$ cat src/rtl/uart_tx_arbiter.sv
// Four-requester round-robin arbiter feeding one shared UART transmitter.
// Optional watchdog abort is built when UART_ARB_TIMEOUT_EN is defined.
module uart_tx_arbiter #(
  parameter int DATA_WIDTH     = 9,
  parameter int TIMEOUT_CYCLES = 500_000
) (
  input  logic                    Clk_In,
  input  logic                    Reset_In,
  input  logic [3:0]              Req_In,
  input  logic [4*DATA_WIDTH-1:0] Req_Data_In,
  output logic [3:0]              Grant_Out,
  output logic [3:0]              Done_Out,
  output logic                    Error_Out,
  output logic                    UART_Start_Out,
  output logic [DATA_WIDTH-1:0]   UART_Data_Out,
  input  logic                    UART_Busy_In,
  input  logic                    UART_Done_In
);

  // state     | meaning
  // IDLE      | no frame owned; arbitrate when any request is present
  // LAUNCH    | winner granted, waiting for the transmitter to be free
  // WAIT_DONE | start issued, waiting for the frame-complete pulse
  typedef enum logic [1:0] {
    IDLE      = 2'd0,
    LAUNCH    = 2'd1,
    WAIT_DONE = 2'd2
  } state_t;

  state_t                  state_q, state_d;
  logic [1:0]              ptr_q, ptr_d;
  logic [1:0]              winner_q, winner_d;
  logic [3:0]              grant_q, grant_d;
  logic [3:0]              done_q, done_d;
  logic                    start_q, start_d;
  logic [DATA_WIDTH-1:0]   data_q, data_d;
  logic [1:0]              pick_idx;
  logic                    tmo_abort;

  // Later offsets are overwritten by earlier ones, so the first hit from ptr_q wins.
  always_comb begin
    pick_idx = ptr_q;
    for (int k = 3; k >= 0; k--) begin
      if (Req_In[ptr_q + 2'(k)]) begin
        pick_idx = ptr_q + 2'(k);
      end
    end
  end

`ifdef UART_ARB_TIMEOUT_EN
  localparam int CNT_W = (TIMEOUT_CYCLES > 1) ? $clog2(TIMEOUT_CYCLES) : 1;

  logic [CNT_W-1:0] cnt_q, cnt_d;
  logic             error_q;
  logic             tmo_hit;

  assign tmo_hit   = (state_q != IDLE) && (cnt_q == CNT_W'(TIMEOUT_CYCLES - 1));
  // A frame-complete pulse in the same cycle wins over the watchdog.
  assign tmo_abort = tmo_hit && !((state_q == WAIT_DONE) && UART_Done_In);

  always_comb begin
    cnt_d = cnt_q + CNT_W'(1);
    if (state_q == IDLE) begin
      cnt_d = '0;
    end
  end

  always_ff @(posedge Clk_In) begin
    if (Reset_In) begin
      cnt_q   <= '0;
      error_q <= 1'b0;
    end else begin
      cnt_q   <= cnt_d;
      error_q <= tmo_abort;
    end
  end

  assign Error_Out = error_q;
`else
  assign tmo_abort = 1'b0;
  assign Error_Out = 1'b0;
`endif

  always_comb begin
    state_d  = state_q;
    ptr_d    = ptr_q;
    winner_d = winner_q;
    grant_d  = grant_q;
    data_d   = data_q;
    done_d   = 4'b0000;
    start_d  = 1'b0;
    case (state_q)
      IDLE: begin
        if (|Req_In) begin
          winner_d = pick_idx;
          grant_d  = 4'(1) << pick_idx;
          data_d   = Req_Data_In[int'(pick_idx)*DATA_WIDTH +: DATA_WIDTH];
          state_d  = LAUNCH;
        end
      end
      LAUNCH: begin
        if (tmo_abort) begin
          grant_d = 4'b0000;
          ptr_d   = winner_q + 2'd1;
          state_d = IDLE;
        end else if (!UART_Busy_In) begin
          start_d = 1'b1;
          state_d = WAIT_DONE;
        end
      end
      WAIT_DONE: begin
        if (UART_Done_In) begin
          done_d  = 4'(1) << winner_q;
          grant_d = 4'b0000;
          ptr_d   = winner_q + 2'd1;
          state_d = IDLE;
        end else if (tmo_abort) begin
          grant_d = 4'b0000;
          ptr_d   = winner_q + 2'd1;
          state_d = IDLE;
        end
      end
      default: begin
        grant_d = 4'b0000;
        state_d = IDLE;
      end
    endcase
  end

  always_ff @(posedge Clk_In) begin
    if (Reset_In) begin
      state_q  <= IDLE;
      ptr_q    <= 2'd0;
      winner_q <= 2'd0;
      grant_q  <= 4'b0000;
      done_q   <= 4'b0000;
      start_q  <= 1'b0;
      data_q   <= '0;
    end else begin
      state_q  <= state_d;
      ptr_q    <= ptr_d;
      winner_q <= winner_d;
      grant_q  <= grant_d;
      done_q   <= done_d;
      start_q  <= start_d;
      data_q   <= data_d;
    end
  end

  assign Grant_Out      = grant_q;
  assign Done_Out       = done_q;
  assign UART_Start_Out = start_q;
  assign UART_Data_Out  = data_q;

endmodule

$ cat config.mk
export PLATFORM = sky130hd
export DESIGN_NAME = uart_tx_arbiter
export DESIGN_NICKNAME = d
export VERILOG_FILES = /design/src/rtl/uart_tx_arbiter.sv
export SDC_FILE = /design/constraint.sdc
export NUM_CORES = 1
export LEC_CHECK = 0
export CAP_MARGIN = 30
export CORE_UTILIZATION = 30
export CTS_CLUSTER_SIZE = 10
export DETAILED_ROUTE_END_ITERATION = 16
export PLACE_DENSITY = 0.62
export SLEW_MARGIN = 20
export SYNTH_ARGS = -nofsm -noshare
export SYNTH_HDL_FRONTEND = slang
export SYNTH_SLANG_ARGS = --single-unit
$ cat constraint.sdc
create_clock -name Clk_In -period 1.85 [get_ports Clk_In]
set_clock_uncertainty 0.2 [all_clocks]
set_input_delay 0.2775 -clock Clk_In [delete_from_list [all_inputs] [get_ports Clk_In]]
set_output_delay 0.2775 -clock Clk_In [all_outputs]
set_load 0.01 [all_outputs]
==> summary.txt <==
CTS
  • Clock tree from TritonCTS: done
  • H-tree depth: 1
  • CTS buffer count: 3
  • Sink count of the clock tree: 24
  • Clock latency of the later-clocked register in the worst-skew pair: 0.27 ns
  • Clk Tree Root Cell: sky130_fd_sc_hd__clkbuf_8
  • Register clock-pin slew on the reported worst setup and hold paths: 0.08 ns
  • Buffer depth of the longest clock path: 2

Logic synthesis
  • Most used DFF post-synth: sky130_fd_sc_hd__dfxtp_1
  • Number of distinct library cell variants in the gate-level netlist after synthesis: 37
  • Syn Inst Count: 150
  • Yosys reg bits: 24
  • Sequential-to-total area share from yosys stat: 36.9%
  • Average cell area after synthesis: 8.69 sq um
  • Net count of the mapped netlist: 194
  • Total of warnings raised by yosys: 0
  • Number of enable flip-flop cells after synthesis: 0
  • Async set-or-reset flop fraction in the synthesized netlist: 0%
  • Syn Std Cell Area: 0.00130 sq mm

Power and ir drop
  • Total power per unit cell area: 593 mW/mm^2
  • Standby leakage power: 0.821 nW
  • Peak VDD IR: 433 uV

Placed design
  • Weighted congestion at the end of routability-driven global placement: 0.717
  • Final HPWL from detailed placement: 2950 um
  • Count of input and output buffers: 61
  • Cell area reported after detailed placement: 0.00203 sq mm

Setup path
  • Critical path launch point type: flip-flop
  • Cells on worst reg2reg path: 7
  • Data arrival time at the worst-slack endpoint: 1.76 ns
  • Data required time at the worst endpoint: 1.80 ns
  • Worst setup EP type: flip-flop
  • CP Max Fanout: 6
  • Classification of the worst setup path: flip-flop to flip-flop

Die
  • Die width: 67.9 um
  • Number of top-level design ports: 63
  • Total Die Area: 0.00461 sq mm
  • Effective utilization at floorplan: 31.9%
  • Area of the core region: 0.00409 sq mm
  • Chip height: 67.9 um
  • Placement row count: 23

Timing
  • F_max: 0.552 GHz
  • Final worst-path cycle share: 97.8%
  • Shortest clock period the worst path allows after layout: 1.81 ns
  • Hold violation count in the final report: 0
  • Count of final max-slew check failures: 0
  • Sum of negative setup slack: 0 ns
  • Final number of setup-violating endpoints: 0
  • Setup repair after global routing missed its margin: yes

Flow run
  • Total of max-cap violations: 0

Final layout
  • Post-synthesis to final-layout area growth: 66.0%
  • Share of final-layout standard cells stronger than drive strength 1: 15.3%
  • Total area of sequential cells: 485 sq um
  • Final Instance Area: 0.00216 sq mm
  • Final antenna diode count: 0
  • Total area of multi-input combinational cells: 785 sq um
  • Fillers: 382
  • Final net count: 268

GRT
  • GR peak layer: met2
  • Global-route met1 utilization: 20.6%
  • Met3 track demand over resource: 4.33%
  • Vias in the first global route: 1311
  • Remaining Overflow, GRT: 0
  • Pin count of the biggest net entering global routing: 16
  • Number of antenna violations at the first check in global routing: 0
  • Wire length of the first global-routing pass: 6060 um
  • Met2 routing resource usage after global routing: 30.4%
  • GRT Overall Usage: 17.5%

Min path
  • Hold Path Depth: 2
  • HP Class: flip-flop to flip-flop

Route
  • DRC marker count from the first detailed-route iteration: 51
  • Total via count in the routed design: 1366
  • Post-detailed-route DRC marker count: 0
  • Router iterations before antenna repair: 4
  • DRT Wirelength: 3990 um
  • Detailed-route wire length per cell: 14.7 um
  • Routed via count divided by cell count: 5.02
  • Post-route ant nets: 0

Status
  • Result of the run: complete, no violations
==> synth_stat cells, types with 2 or more instances <==
cell | number | share of area, %
sky130_fd_sc_hd__buf_2 | 3 | 1.2
sky130_fd_sc_hd__and3_1 | 2 | 0.96
sky130_fd_sc_hd__nor3b_1 | 9 | 5.2
sky130_fd_sc_hd__nor2_1 | 15 | 4.3
sky130_fd_sc_hd__o21ai_1 | 10 | 3.8
sky130_fd_sc_hd__clkbuf_1 | 3 | 0.86
sky130_fd_sc_hd__buf_4 | 2 | 1.2
sky130_fd_sc_hd__nand2_1 | 15 | 4.3
sky130_fd_sc_hd__o211ai_1 | 9 | 5.2
sky130_fd_sc_hd__a21oi_1 | 5 | 1.9
sky130_fd_sc_hd__dfxtp_1 | 24 | 37
sky130_fd_sc_hd__buf_6 | 2 | 1.7
sky130_fd_sc_hd__nor2b_1 | 3 | 1.4
sky130_fd_sc_hd__nor4_1 | 2 | 0.96
sky130_fd_sc_hd__mux2i_1 | 11 | 8.4
sky130_fd_sc_hd__nand3b_1 | 2 | 1.2
sky130_fd_sc_hd__o21a_1 | 10 | 5.8
sky130_fd_sc_hd__a32oi_1 | 2 | 1.3
sky130_fd_sc_hd__nor4_2 | 2 | 1.9
sky130_fd_sc_hd__inv_1 | 2 | 0.58
==> power by group <==
group	leakage [nW]	internal, W	switching [W]
logic	0.601	0.000238	0.000150
registers	0.198	0.000552	0.0000265
clock network	0.0216	0.000146	0.000173
==> metrics by stage <==
stage	setup slack (ns)	total power [W]	instances	hold WS [ns]	util (%)
3_3_place_gp	-0.344	0.000944	266	0.258	49.8
3_5_place_dp	-0.424	0.000953	266	0.258	49.8
2_1_floorplan	0.179	0.000747	150	0.155	-
4_1_cts	0.0109	0.00129	271	0.270	52.1
5_1_grt	-0.0184	0.00135	272	0.307	53.0
6_report	0.0398	0.00128	272	0.262	53.0
==> area by class of cell <==
cell class | instances | area share (%)
Timing Repair Buffer | 80 | 36.2
Clock buffer | 3 | 1.91
Multi-Input combinational cell | 113 | 36.2
Sequential cell | 24 | 22.4
Inverter | 2 | 0.347
Tap cell | 50 | 2.89
==> sequential cells by signal, indices dropped and copies added, names as in the netlist <==
name,flops
winner_q,2
UART_Data_Out,9
state_q,2
UART_Start_Out,1
Grant_Out,4
Done_Out,4
ptr_q,2
==> worst max-delay path, cell delays in order (launching register included) <==
cell                       delay [ns]
sky130_fd_sc_hd__dfxtp_4         0.40
sky130_fd_sc_hd__and3b_1         0.23
sky130_fd_sc_hd__nor4_4          0.05
sky130_fd_sc_hd__or2_4           0.27
sky130_fd_sc_hd__buf_4           0.14
sky130_fd_sc_hd__buf_12          0.13
sky130_fd_sc_hd__mux2i_1         0.16
sky130_fd_sc_hd__o211ai_1        0.10
==> routing by layer <==
metal	vias up	share of wire (%)
met3	5	7.7
li1	683	-
met5	-	0
met4	0	1.3
met2	44	48
met1	634	43
==> cells by family after synthesis <==
family                 Yosys count  synth area share, %
AND/OR/NAND/NOR                 59                 25.4
AO/OA/AOI/OAI                   41                 21.3
flip-flops                      24                 36.9
buffers and inverters           13                 7.01
multiplexers                    11                 8.45
XOR/XNOR                         1                0.672
other                            1                0.288
==> timing repair <==
action                                  CTS  global route
resized for setup                         8            10
pin swaps                                 2             1
gates cloned                              1             0
endpoints found under the setup margin   15            11
setup buffers                             1             1
hold buffers                              0             0
endpoints found under the hold margin     0             0
==> final timing paths <==
path | from | to | slack [ns]
worst max-delay path | ptr_q[1] | UART_Data_Out[2] | 0.04
worst min-delay path | Grant_Out[2] | Grant_Out[2] | 0.26
worst max register to register | ptr_q[1] | UART_Data_Out[2] | 0.04
worst min register to register | Grant_Out[2] | Grant_Out[2] | 0.26
==> cell usage in the layout (no fill, tap or decap), drive strengths merged, types with 2 or more instances in the layout <==
| master | count |
|---|---|
| o21ai | 11 |
| nor3b | 9 |
| o21a | 10 |
| and3 | 2 |
| nand2 | 15 |
| a21oi | 5 |
| clkbuf | 4 |
| nor2b | 3 |
| buf | 18 |
| inv | 2 |
| mux2i | 11 |
| nor4 | 4 |
| clkdlybuf4s50 | 57 |
| a32oi | 2 |
| nor3 | 2 |
| nand3b | 3 |
| nor2 | 15 |
| o211ai | 9 |
| dfxtp | 24 |
| dlygate4sd2 | 2 |
(Power assumes the default switching activity.)
